===== config.mk =====
export PLATFORM = sky130hd
export DESIGN_NAME = byte_pair_loader
export DESIGN_NICKNAME = d
export VERILOG_FILES = /design/src/rtl/byte_loader_pkg.sv /design/src/rtl/idle_timer.sv /design/src/rtl/byte_pair_loader.sv
export SDC_FILE = /design/constraint.sdc
export NUM_CORES = 1
export LEC_CHECK = 0
export CAP_MARGIN = 15
export CORE_MARGIN = 3
export CORE_UTILIZATION = 36
export CTS_CLUSTER_DIAMETER = 30
export DETAILED_ROUTE_END_ITERATION = 7
export PLACE_DENSITY_LB_ADDON = 0.12
export SLEW_MARGIN = 5
export SYNTH_ARGS = -nofsm -noshare
export SYNTH_HDL_FRONTEND = slang
export SYNTH_SLANG_ARGS = --single-unit

===== constraint.sdc =====
create_clock -name clk -period 2.1 [get_ports clk]
set_input_delay 0.63 -clock clk [delete_from_list [all_inputs] [get_ports clk]]
set_output_delay 0.63 -clock clk [all_outputs]
set_load 0.01 [all_outputs]

===== src/rtl/byte_loader_pkg.sv =====
// byte_loader_pkg: shared state type and width helpers for byte_pair_loader.
package byte_loader_pkg;

    typedef enum logic [1:0] {IDLE, WAIT_SECOND, COMMIT} loader_state_t;

    function automatic int byte_w(input int n);
        return n / 2;
    endfunction

    function automatic int timer_w(input int timeout);
        return $clog2(timeout + 1);
    endfunction

endpackage


===== src/rtl/idle_timer.sv =====
// idle_timer: counts consecutive enabled cycles and flags the cycle that reaches TIMEOUT.
module idle_timer
    import byte_loader_pkg::*;
#(
    parameter int TIMEOUT = 255
) (
    input  logic clk,
    input  logic clear_n,
    input  logic clr,
    input  logic en,
    output logic expired
);

    localparam int TW = timer_w(TIMEOUT);

    logic [TW-1:0] cnt_q, cnt_d;

    always_comb begin
        expired = en && (cnt_q == TW'(TIMEOUT - 1));
        cnt_d   = (clr || expired) ? '0 : en ? cnt_q + 1'b1 : cnt_q;
    end

    always_ff @(posedge clk) begin
        if (!clear_n) cnt_q <= '0;
        else          cnt_q <= cnt_d;
    end

endmodule


===== src/rtl/byte_pair_loader.sv =====
// byte_pair_loader: pairs handshaked bytes into words and drives a split-load register
// so both halves update on the same edge; adds order select, timeout, flush and word count.
module byte_pair_loader
    import byte_loader_pkg::*;
#(
    parameter int N       = 16,
    parameter int TIMEOUT = 255,
    parameter int CNT_W   = 8
) (
    input  logic                   clk,
    input  logic                   clear_n,
    input  logic [byte_w(N)-1:0]   in_byte,
    input  logic                   in_valid,
    output logic                   in_ready,
    input  logic                   msb_first,
    input  logic                   flush,
    output logic [byte_w(N)-1:0]   inh,
    output logic [byte_w(N)-1:0]   inl,
    output logic                   loadh,
    output logic                   loadl,
    output logic                   reg_clear,
    output logic                   word_done,
    output logic [CNT_W-1:0]       word_count,
    output logic                   err_timeout
);

    localparam int BW = byte_w(N);

    loader_state_t   state_q;
    logic [BW-1:0]   stage_q, inh_q, inl_q;
    logic [CNT_W-1:0] count_q;
    logic            order_q, loadh_q, loadl_q, clear_q, done_q, err_q;
    logic            accept, expired;

    assign in_ready = clear_n && !flush && (state_q == IDLE || state_q == WAIT_SECOND);
    assign accept   = in_valid && in_ready;

    // Timer runs only while waiting for the second byte and nothing arrives.
    idle_timer #(.TIMEOUT(TIMEOUT)) u_timer (
        .clk     (clk),
        .clear_n (clear_n),
        .clr     (flush || state_q != WAIT_SECOND),
        .en      (state_q == WAIT_SECOND && !accept && !flush),
        .expired (expired)
    );

    always_ff @(posedge clk) begin
        if (!clear_n) begin
            state_q <= IDLE;
            stage_q <= '0;
            order_q <= 1'b0;
            inh_q   <= '0;
            inl_q   <= '0;
            loadh_q <= 1'b0;
            loadl_q <= 1'b0;
            clear_q <= 1'b0;
            done_q  <= 1'b0;
            count_q <= '0;
            err_q   <= 1'b0;
        end else begin
            loadh_q <= 1'b0;
            loadl_q <= 1'b0;
            done_q  <= 1'b0;
            clear_q <= 1'b0;
            err_q   <= 1'b0;
            if (flush) begin
                state_q <= IDLE;
                stage_q <= '0;
                clear_q <= 1'b1;
            end else begin
                case (state_q)
                    IDLE: if (accept) begin
                        stage_q <= in_byte;
                        order_q <= msb_first;
                        state_q <= WAIT_SECOND;
                    end
                    WAIT_SECOND: if (accept) begin
                        inh_q   <= order_q ? stage_q : in_byte;
                        inl_q   <= order_q ? in_byte : stage_q;
                        loadh_q <= 1'b1;
                        loadl_q <= 1'b1;
                        done_q  <= 1'b1;
                        count_q <= count_q + 1'b1;
                        state_q <= COMMIT;
                    end else if (expired) begin
                        stage_q <= '0;
                        err_q   <= 1'b1;
                        state_q <= IDLE;
                    end
                    default: state_q <= IDLE;
                endcase
            end
        end
    end

    assign inh         = inh_q;
    assign inl         = inl_q;
    assign loadh       = loadh_q;
    assign loadl       = loadl_q;
    assign reg_clear   = clear_q;
    assign word_done   = done_q;
    assign word_count  = count_q;
    assign err_timeout = err_q;

endmodule

==> metrics.cfg, run 1 <==
[route]
drtAntennaViolNets=0
viasPerCell=5.032
drtIter0Drc=57
drc_errors=0
wl_per_cell_um=13.40
drt-total-wl_um=4595
drtPass1Iterations=5
vias=1726

[synth]
synth_seq_cells=46
yosysUniqueCellTypes=42
yosysSeqAreaShare=0.4461
avgSynthCellArea_um2=9.973
async_flop_share=0
yosysWarnings=0
synth_nets=223
syn_area_mm2=0.002064
synth_area_leaders=dfxtp_1 (45%), mux2i_1 (8.7%), o211a_1 (8.7%)
syn_inst=207
synth_edf_count=0
synthFlopType=dfxtp_1
yosys.area.top_type_share=0.4461
synth_top_area_cell=dfxtp_1

[worst_setup_path]
rr_worst_depth=12
crit_slowest_cell=or3_1
worstPathRequired_ps=2330
endpoint_kind=flip-flop
crit_path_frequent_cell=buf_4
timing.rr.end=u_timer.cnt_q[4]$_SDFFE_PP0P_
ff2ff_setup_slack_ps=140
crit_path_max_incr_delay_ps=370
crit_fanout=3
r2r-start=state_q[1]$_SDFFE_PP0P_
crit_type=input pin to flip-flop
critPathLaunchType=input pin
cp_data_arrival_time_ps=2240
worstPathCellList=buf_4, nor2_4, buf_4, buf_4, buf_4, buf_4, buf_4, buf_4, buf_4, buf_4, nand4_1, or3_1, a31oi_1

[pwr]
irDropWorstVdd_mv=0.3466
p_leak_nw=1.292
total_power_mw=1.576
power-per-cell-area_mw_per_mm2=559.7

[hold_path]
hold_end=inl[6]$_SDFFE_PN0P_
min_from=inl[6]$_SDFFE_PN0P_
min_path_cells=1
hold_path_class=flip-flop to flip-flop

[clocking]
cts_hold_buf=0
cts_buffers=5
h-tree-depth=2
clock_latency_ps=300
clockRootBuffer=clkbuf_8
cts.clk_slew.worst_paths_ps=80
cts.path.max_buffers=2
cts_tree=yes
cts.sinks=46

[grt]
grt_pass1_wl_um=8086
grt_pass1_vias=1696
grt_max_degree=23
antenna_found_initial=0
gr-total-overflow=0
track_usage=0.1559

[status]
outcome=completed

[layout]
syn2layout_area_growth_pct=36.36
final_net_count=288
fillCellCount=504
diodes=0
drive_above_1_share=0.1685

[floorplanning]
fp.dieW_um=81.73
die_h_um=81.73
row_count=26
start_util=0.3870
io-pin-count=43
dieArea_mm2=0.006679
coreArea_mm2=0.005335

[sta]
min_period_ps=2009
worst_pin_slew_ps=376.2
fin_ws_ps=90.63
grt_setup_unrepaired=true
whs_ps=499.0
timing.slew.headroom=0.7492
fin_worst_skew_ps=5.645
slew_viol_final=0
hold_viol_final=0
fmax_mhz=497.7
finalSetupViolations=0
fin_crit_sh=0.9568

[placement]
hpwl_um=3125
port_buffers=42
gp_congestion=0.7679
dpl_worst_slack_ps=-401.9

[run]
max_cap_viol_count=0

cells in the final DEF, fill, tap and decap left out, types with 2 or more instances in the layout:
master,netlist,layout
nand3_1,4,4
mux2i_1,18,18
clkbuf_8,0,5
inv_1,4,4
o211ai_1,2,2
nand2_1,28,28
a31oi_1,2,2
nor2_1,3,2
dfxtp_1,46,45
nand4_1,3,3
buf_4,2,30
nor2b_1,4,4
o211a_1,18,18
a21oi_1,5,5
and2_1,9,9
nor3_1,6,6
nor4_1,2,2
and3_1,3,3
a22o_1,8,8
ha_1,3,3
xor2_1,6,6
clkdlybuf4s50_1,0,40
a211o_1,2,2
flip-flops by register name, summed over array words and instances, names as in the netlist:
| register | flops |
|---|---|
| state_q | 2 |
| reg_clear | 1 |
| err_timeout | 1 |
| order_q | 1 |
| word_count | 8 |
| word_done | 1 |
| inh | 8 |
| inl | 8 |
| stage_q | 8 |
| u_timer.cnt_q | 8 |
cells by family (layout without fill, tap and decap cells):
logic type               after synthesis  count (layout)  share of synthesized area
AO/OA/AOI/OAI                         44              44                     0.1873
XOR/XNOR                               7               7                    0.02970
adder cells (fa/ha/maj)                3               3                    0.01818
buffers and inverters                 17              83                    0.04060
flip-flops                            46              46                     0.4461
multiplexers                          18              18                    0.08727
AND/OR/NAND/NOR                       72              72                     0.1909
how the worst max path moves through the flow:
stage / startpoint / endpoint / slack, ps / cells after the start
6_report: flush / u_timer.cnt_q[4]$_SDFFE_PP0P_ / 90 / 13
5_1_grt: clear_n / word_count[5]$_SDFFE_PN0P_ / -20 / 6
4_1_cts: clear_n / in_ready / 10 / 4
3_5_place_dp: flush / in_ready / -400 / 5
3_3_place_gp: flush / in_ready / -380 / 5
2_1_floorplan: flush / u_timer.cnt_q[5]$_SDFFE_PP0P_ / 200 / 5
power breakdown:
group / internal (mW) / switching [mW]
combinational: 0.0844 / 0.0653
clock: 0.235 / 0.298
sequential: 0.884 / 0.00864
total: 1.20 / 0.372
worst max-delay path, delay by kind of cell:
kind / cells / cell delay [ps]
and+or+nand+nor: 3 / 580
buffers and inverters: 9 / 880
AOI/OAI and AO/OA: 1 / 160
through the flow:
step	instances	area, um2	TNS (ps)	util
global placement	326	2654	-6514	0.4974
global route	343	2815	-47.43	0.5277
floorplan	207	2064	0	-
detailed placement	326	2654	-6256	0.4974
finish	343	2815	0	0.5277
CTS	343	2804	0	0.5256
cells in the mapped netlist, types with 2 or more instances:
master / number
ha_1: 3
nand3_1: 4
xor2_1: 6
a211o_1: 2
nor4_1: 2
a31oi_1: 2
nor2_1: 3
nor2b_1: 4
dfxtp_1: 46
buf_4: 2
o211a_1: 18
and2_1: 9
clkbuf_1: 6
o211ai_1: 2
nand4_1: 3
a22o_1: 8
nor3_1: 6
a21oi_1: 5
mux2i_1: 18
and3_1: 3
nand2_1: 28
buf_2: 4
inv_1: 4
area by class of cell:
type                            instances  area (um2)  share of cell area
Clock buffer                            6       72.57             0.02578
Clock inverter                          2       13.76            0.004889
Inverter                                4       15.01            0.005333
Multi-Input combinational cell        144        1074              0.3813
Sequential cell                        46       922.1              0.3276
Tap cell                               70       87.58             0.03111
Timing Repair Buffer                   71       630.6              0.2240
metal layers:
metal  wire (um)  up-vias  part of all wire  global-route usage
li1            -      881                 -                   -
met1        2157      806              0.47              0.1969
met2        2148       35              0.47              0.2536
met3         244        4             0.053             0.04715
met4          44        0            0.0096             0.04983
met5           0        -                 0                   0
what timing repair did:
item / CTS / global route
buffers inserted: 9 / 1
setup endpoints to repair: 1 / 5
gates resized for setup: 7 / 5
pin swaps: 3 / 4
Note: power is estimated with default switching activity, not from simulation.
==> inputs of run 2 (changes only) <==
--- a/config.mk
+++ b/config.mk
@@ -14,4 +14,5 @@
 export SLEW_MARGIN = 5
 export SYNTH_ARGS = -nofsm -noshare
 export SYNTH_HDL_FRONTEND = slang
+export SYNTH_HIERARCHICAL = 1
 export SYNTH_SLANG_ARGS = --single-unit
==> run 2 against run 1 <==
Net effect: non-clock buffer count is 9 lower; design area is 2.5% lower; clock-buffer cell count stayed put; clock skew is 1.5 ps higher; utilization is 0.35 points lower.
==> metrics.cfg, run 2 <==
[layout]
layout_common_cells=dfxtp_1 (46), clkdlybuf4s50_1 (39), a21oi_1 (24)
drive_above_1_share=0.1565  ; -0.01201
post-route-util=0.5241  ; -0.003546
final_net_count=277  ; -3.8%
diodes=0  ; unchanged
final_area_mm2=0.002745  ; -2.5%
fin_cells=332  ; -3.2%
layout_commonest_cell=dfxtp_1
syn2layout_area_growth_pct=37.30

[synth]
synth_edf_count=0  ; unchanged
syn_inst=207  ; unchanged
yosysUniqueCellTypes=37  ; -12%
async_flop_share=0  ; unchanged
yosysWarnings=6  ; +6
synth_top_area_cell=dfxtp_1
yosysSeqAreaShare=0.4606  ; +0.01452
synth_area_leaders=dfxtp_1 (46%), mux2i_1 (8.5%), a211oi_1 (7.1%)
yosys.area.top_type_share=0.4606  ; +0.01452
avgSynthCellArea_um2=9.659  ; -3.2%
syn_area_mm2=0.001999  ; -3.2%
synth_nets=223  ; unchanged
synth_seq_cells=46  ; unchanged
yosysMostFrequentCell=dfxtp_1
yosys-top-cells-count=dfxtp_1 (46), a21oi_1 (25), a211oi_1 (19)
synthFlopType=dfxtp_1

[clocking]
clock_latency_ps=300  ; about the same
h-tree-depth=2  ; unchanged
cts.clk_slew.worst_paths_ps=90  ; about the same
clockRootBuffer=clkbuf_8
cts_hold_buf=0  ; unchanged
cts.sinks=46  ; unchanged
cts_buffers=5  ; unchanged
cts_tree=yes
cts.path.max_buffers=2  ; unchanged
postCtsSetupRepairBufs=0  ; -9

[floorplanning]
die_h_um=80.53  ; -1.5%
row_count=26  ; unchanged
start_util=0.3817  ; -0.005212
io-pin-count=43  ; unchanged
coreArea_mm2=0.005238  ; -1.8%
fp.dieW_um=80.53  ; -1.5%
dieArea_mm2=0.006484  ; -2.9%

[grt]
antenna_found_initial=0  ; unchanged
track_usage=0.1579  ; +0.002007
gr-total-overflow=0  ; unchanged
grt_pass1_vias=1672  ; -1.4%
grt_max_degree=26  ; +13%
grt_pass1_wl_um=8024  ; -0.77%

[sta]
whs_ps=480.2  ; -18.81 ps
tns_ps=0  ; unchanged
fin_ws_ps=93.86  ; +3.235 ps
fin_crit_sh=0.9553  ; -0.001540
hold_viol_final=0  ; unchanged
fin_worst_skew_ps=7.119  ; +1.474 ps
grt_setup_unrepaired=false
min_period_ps=2006  ; -3.235 ps
slew_viol_final=0  ; unchanged
timing.slew.headroom=0.6515  ; -0.09767
finalSetupViolations=0  ; unchanged
worst_pin_slew_ps=520.8  ; +144.6 ps
fmax_mhz=498.5  ; +0.16%

[worst_setup_path]
crit_path_max_incr_delay_ps=500  ; +130 ps
crit_slowest_cell=clkdlybuf4s50_1
crit_cells=7  ; -6
cp_data_arrival_time_ps=2210  ; -30 ps
worstPathCellList=clkdlybuf4s50_1, a21oi_2, nand4_1, nor2_2, nand3b_1, a21o_4, a32o_1
crit_type=input pin to flip-flop
crit_fanout=8  ; +5
critPathLaunchType=input pin
critical-path-top-delay-family=compound AO/OA/AOI/OAI gates
crit_buf_inv=1  ; -8
worstPathRequired_ps=2300  ; -30 ps
rr_worst_depth=7  ; -5
endpoint_kind=flip-flop

[hold_path]
hold_path_class=flip-flop to flip-flop
min_path_cells=2  ; +1

[placement]
port_buffers=42  ; unchanged
gp_congestion=0.7751  ; +0.94%
placed_cells=324  ; -0.61%
dpl_worst_slack_ps=-498.7  ; -96.87 ps
hpwl_um=3269  ; +4.6%
place_area_mm2=0.002582  ; -2.7%

[route]
drt-total-wl_um=4667  ; +1.6%
vias=1768  ; +2.4%
viasPerCell=5.325  ; +5.8%
wl_per_cell_um=14.06  ; +4.9%
wl_met3_um=191  ; -22%
wl_met1_um=2247  ; +4.2%
drtPass1Iterations=4  ; -1
drtAntennaViolNets=0  ; unchanged
drtIter0Drc=69  ; +21%
highest_layer=met4
drc_errors=0  ; unchanged
met2_length_um=2188  ; +1.9%

[pwr]
total_power_mw=1.846  ; +17%
power-per-cell-area_mw_per_mm2=672.3  ; +20%
irDropWorstVdd_mv=0.3848  ; +11%
p_leak_nw=0.8868  ; -31%

[status]
outcome=completed

[run]
max_cap_viol_count=0  ; unchanged

-- run 2: cell count changes after synthesis, sizes merged, moves of 6 or more --
cell	before	now
a21oi	6	25
and2	9	1
a32o	1	8
o211a	18	0
nor2	4	10
a22o	8	0
nand2	28	6
a211oi	0	19
-- run 2: repair_timing --
action	CTS	global route
resized for setup	9	6
pin swaps	2	3
endpoints found under the setup margin	10	21
-- run 2: kinds of logic after synthesis --
family	Yosys count	share of synthesized area
mux	17	0.08510
fa+ha+maj	3	0.01878
buf+inv	20	0.04881
simple gates	50	0.1471
compound gates	67	0.2222
flops	46	0.4606
xor+xnor	4	0.01753
-- run 2: where the power goes --
| part | switching, mW | internal, mW | total (mW) | leakage, nW |
|---|---|---|---|---|
| Sequential | 0.00792 | 0.884 | 0.892 | 0.372 |
| Clock | 0.300 | 0.507 | 0.807 | 0.0714 |
| Combinational | 0.0743 | 0.0723 | 0.147 | 0.444 |
| Total | 0.382 | 1.46 | 1.85 | 0.887 |
-- run 2: area by class of cell --
| class | count | area [um2] |
|---|---|---|
| Clock buffer | 6 | 82.58 |
| Clock inverter | 2 | 60.06 |
| Fill cell | 523 | 2492 |
| Inverter | 5 | 18.77 |
| Multi-Input combinational cell | 141 | 1008 |
| Sequential cell | 46 | 920.9 |
| Tap cell | 70 | 87.58 |
| Timing Repair Buffer | 62 | 566.8 |
-- run 2: worst paths after layout --
path | start | slack [ps] | to
max reg2reg | state_q[1]$_SDFFE_PP0P_ | 170 | stage_q[6]$_SDFFE_PP0P_
max | in_valid | 90 | stage_q[6]$_SDFFE_PP0P_
min reg2reg | word_count[7]$_SDFFE_PN0P_ | 480 | word_count[7]$_SDFFE_PN0P_
min | word_count[7]$_SDFFE_PN0P_ | 480 | word_count[7]$_SDFFE_PN0P_
-- run 2: routing by layer --
layer | vias to the layer above | track usage
met5 | - | 0
met4 | 0 | 0.05068
met3 | 4 | 0.04821
met2 | 28 | 0.2483
met1 | 844 | 0.2053
li1 | 892 | -
-- run 2: worst min-delay path, stage by stage, from the launching register on --
cell and delay, ps:
dfxtp_1 320, o31ai_1 60, a21oi_1 50
==> inputs of run 3 (changes only) <==
--- a/config.mk
+++ b/config.mk
@@ -5,7 +5,7 @@
 export SDC_FILE = /design/constraint.sdc
 export NUM_CORES = 1
 export LEC_CHECK = 0
-export CAP_MARGIN = 15
+export CAP_MARGIN = 10
 export CORE_MARGIN = 3
 export CORE_UTILIZATION = 36
 export CTS_CLUSTER_DIAMETER = 30
==> constraint.sdc (replaced) <==
create_clock -name clk -period 1.8 [get_ports clk]
set_input_delay 0.54 -clock clk [delete_from_list [all_inputs] [get_ports clk]]
set_output_delay 0.54 -clock clk [all_outputs]
set_load 0.01 [all_outputs]
==> run 3 against run 2 <==
Net effect: the run now ends with setup timing left; utilization grew 1.5 points; global-route usage increased by 0.37 points; clock-buffer cell count grew 1; worst setup slack lost 190 ps; final cell count rose by 3.3%; total power is 1.4% higher; wire length is 4.2% higher; sequential share of layout area decreased by 0.77 points; critical path depth increased by 1; combinational power grew 25%; first-iteration DRC count is 12% higher; sequential power up 17%; critical path type unchanged; highest routed layer unchanged.
==> metrics.cfg, run 3 (synthesis results as in run 2) <==
[sta]
grt_setup_unrepaired=true
worst_pin_slew_ps=595.0  ; +74.21 ps
timing.slew.headroom=0.6019  ; -0.04966
fmax_mhz=527.0
fin_ws_ps=-97.44  ; -191.3 ps
whs_ps=496.4  ; +16.17 ps
hold_viol_final=0  ; unchanged
min_period_ps=1897
fin_worst_skew_ps=4.734  ; -2.385 ps
fin_crit_sh=1.054
finalSetupViolations=8  ; +8
tns_ps=-691.3  ; -691.3 ps
slew_viol_final=0  ; unchanged

[floorplanning]
start_util=0.3817  ; unchanged
die_h_um=80.53  ; unchanged
dieArea_mm2=0.006484  ; unchanged
io-pin-count=43  ; unchanged
fp.dieW_um=80.53  ; unchanged
coreArea_mm2=0.005238  ; unchanged
row_count=26  ; unchanged

[layout]
syn2layout_area_growth_pct=41.30
layout_commonest_cell=dfxtp_1
final_area_mm2=0.002825  ; +2.9%
diodes=0  ; unchanged
fillCellCount=511  ; -2.3%
drive_above_1_share=0.2051  ; +0.04864
seq_area_um2=925.9  ; +0.54%
layout_common_cells=dfxtp_1 (42), clkdlybuf4s50_1 (36), buf_4 (27)
fin_cells=343  ; +3.3%
final_net_count=288  ; +4.0%
multi_input_area_mm2=0.001021  ; +1.2%

[placement]
hpwl_um=3237  ; -0.98%
dpl_worst_slack_ps=-798.4  ; -299.7 ps
gp_congestion=0.7595  ; -2.0%
place_area_mm2=0.002633  ; +1.9%
placed_cells=329  ; +1.5%
port_buffers=42  ; unchanged

[hold_path]
min_from=word_count[7]$_SDFFE_PN0P_
hold_path_class=flip-flop to flip-flop
hold_end=word_count[7]$_SDFFE_PN0P_
min_path_cells=2  ; unchanged

[clocking]
clockRootBuffer=clkbuf_8
cts_buffers=5  ; unchanged
h-tree-depth=2  ; unchanged
cts_tree=yes
cts_hold_buf=0  ; unchanged
cts.sinks=46  ; unchanged
cts.clk_slew.worst_paths_ps=80  ; about the same
clock_latency_ps=300  ; about the same
cts.path.max_buffers=2  ; unchanged

[worst_setup_path]
rr_worst_depth=7  ; unchanged
critPathLaunchType=input pin
ff2ff_setup_slack_ps=-80  ; -250 ps
cp_data_arrival_time_ps=2090  ; -120 ps
crit_fanout=8  ; unchanged
crit_type=input pin to flip-flop
worstPathCellList=buf_8, or3b_4, a21oi_4, nand4_1, nor2_2, nand3b_1, a21o_4, a32o_1
endpoint_kind=flip-flop
crit_slowest_cell=or3b_4
timing.rr.end=stage_q[5]$_SDFFE_PP0P_
crit_path_max_incr_delay_ps=400  ; -100 ps
r2r-start=state_q[1]$_SDFFE_PP0P_
worstPathRequired_ps=1990  ; -310 ps

[route]
wl_per_cell_um=14.18  ; +0.90%
drt-total-wl_um=4865  ; +4.2%
drtIter0Drc=77  ; +12%
vias=1814  ; +2.6%
drtPass1Iterations=4  ; unchanged
drtAntennaViolNets=0  ; unchanged
drc_errors=0  ; unchanged
viasPerCell=5.289  ; -0.69%

[grt]
grt_pass1_wl_um=8259  ; +2.9%
grt_util_met3=0.03363  ; -0.01457
grt_max_degree=26  ; unchanged
track_usage=0.1616  ; +0.003704
busiest_layer=met2
antenna_found_initial=0  ; unchanged
gr-total-overflow=0  ; unchanged
grt.met1_usage=0.2156  ; +0.01029
grt_pass1_vias=1741  ; +4.1%
met2_usage=0.2575  ; +0.009106

[pwr]
p_leak_nw=0.9598  ; +8.2%
irDropWorstVdd_mv=0.3854  ; +0.13%
power-per-cell-area_mw_per_mm2=662.5  ; -1.5%

[status]
violations=setup timing
outcome=complete, but fails checks

[run]
max_cap_viol_count=0  ; unchanged

-- run 3: cell count changes in the layout (fill, tap and decap cells not counted), moves of 2 or more --
cell and delta:
buf_4 +8, dfxtp_1 -4, dfxtp_2 +4, clkdlybuf4s50_1 -3
buf_6 +2, bufinv_16 -2
-- run 3: worst max-delay path: cells and delay by family --
kind / cells / cell delay [ps]
compound gates: 3 / 630
buf+inv: 1 / 90
simple gates: 4 / 820
-- run 3: stage by stage --
step | utilization | power (mW)
finish | 0.5394 | 1.872
global route | 0.5394 | 1.953
CTS | 0.5318 | 1.895
detailed placement | 0.5026 | 1.237
global placement | 0.5026 | 1.236
floorplan | - | 1.145
-- run 3: layout make-up --
cell class / instances / area share
Multi-Input combinational cell: 141 / 0.3614
Sequential cell: 46 / 0.3277
Timing Repair Buffer: 73 / 0.2409
Tap cell: 70 / 0.03100
Clock buffer: 7 / 0.03056
Inverter: 5 / 0.006643
Clock inverter: 1 / 0.001771
-- run 3: how the worst max path moves through the flow --
stage / from / end / slack (ps) / cells after the start
finish: flush / stage_q[5]$_SDFFE_PP0P_ / -100 / 8
detailed placement: flush / stage_q[7]$_SDFFE_PP0P_ / -800 / 8
global placement: flush / stage_q[0]$_SDFFE_PP0P_ / -750 / 8
floorplan: flush / stage_q[0]$_SDFFE_PP0P_ / -440 / 9
global route: state_q[1]$_SDFFE_PP0P_ / stage_q[1]$_SDFFE_PP0P_ / -190 / 7
CTS: flush / stage_q[7]$_SDFFE_PP0P_ / -50 / 8
-- run 3: power by group --
| group | total (mW) | switching, mW | internal, mW | leakage [nW] |
|---|---|---|---|---|
| logic | 0.184 | 0.0918 | 0.0919 | 0.538 |
| registers | 1.04 | 0.00826 | 1.03 | 0.374 |
| clock network | 0.649 | 0.338 | 0.310 | 0.0482 |
| total | 1.87 | 0.438 | 1.43 | 0.960 |
-- run 3: timing repair --
item / CTS / global route
pin swaps: 10 / 8
setup endpoints to repair: 42 / 20
buffers inserted: 5 / 2
resized for setup: 20 / 13
-- run 3: layer usage --
layer | up-vias | share of wire | wire length [um]
met3 | 8 | 0.043 | 210
li1 | 916 | - | -
met4 | 0 | 0.015 | 74
met5 | - | 0 | 0
met1 | 846 | 0.48 | 2350
met2 | 44 | 0.46 | 2229
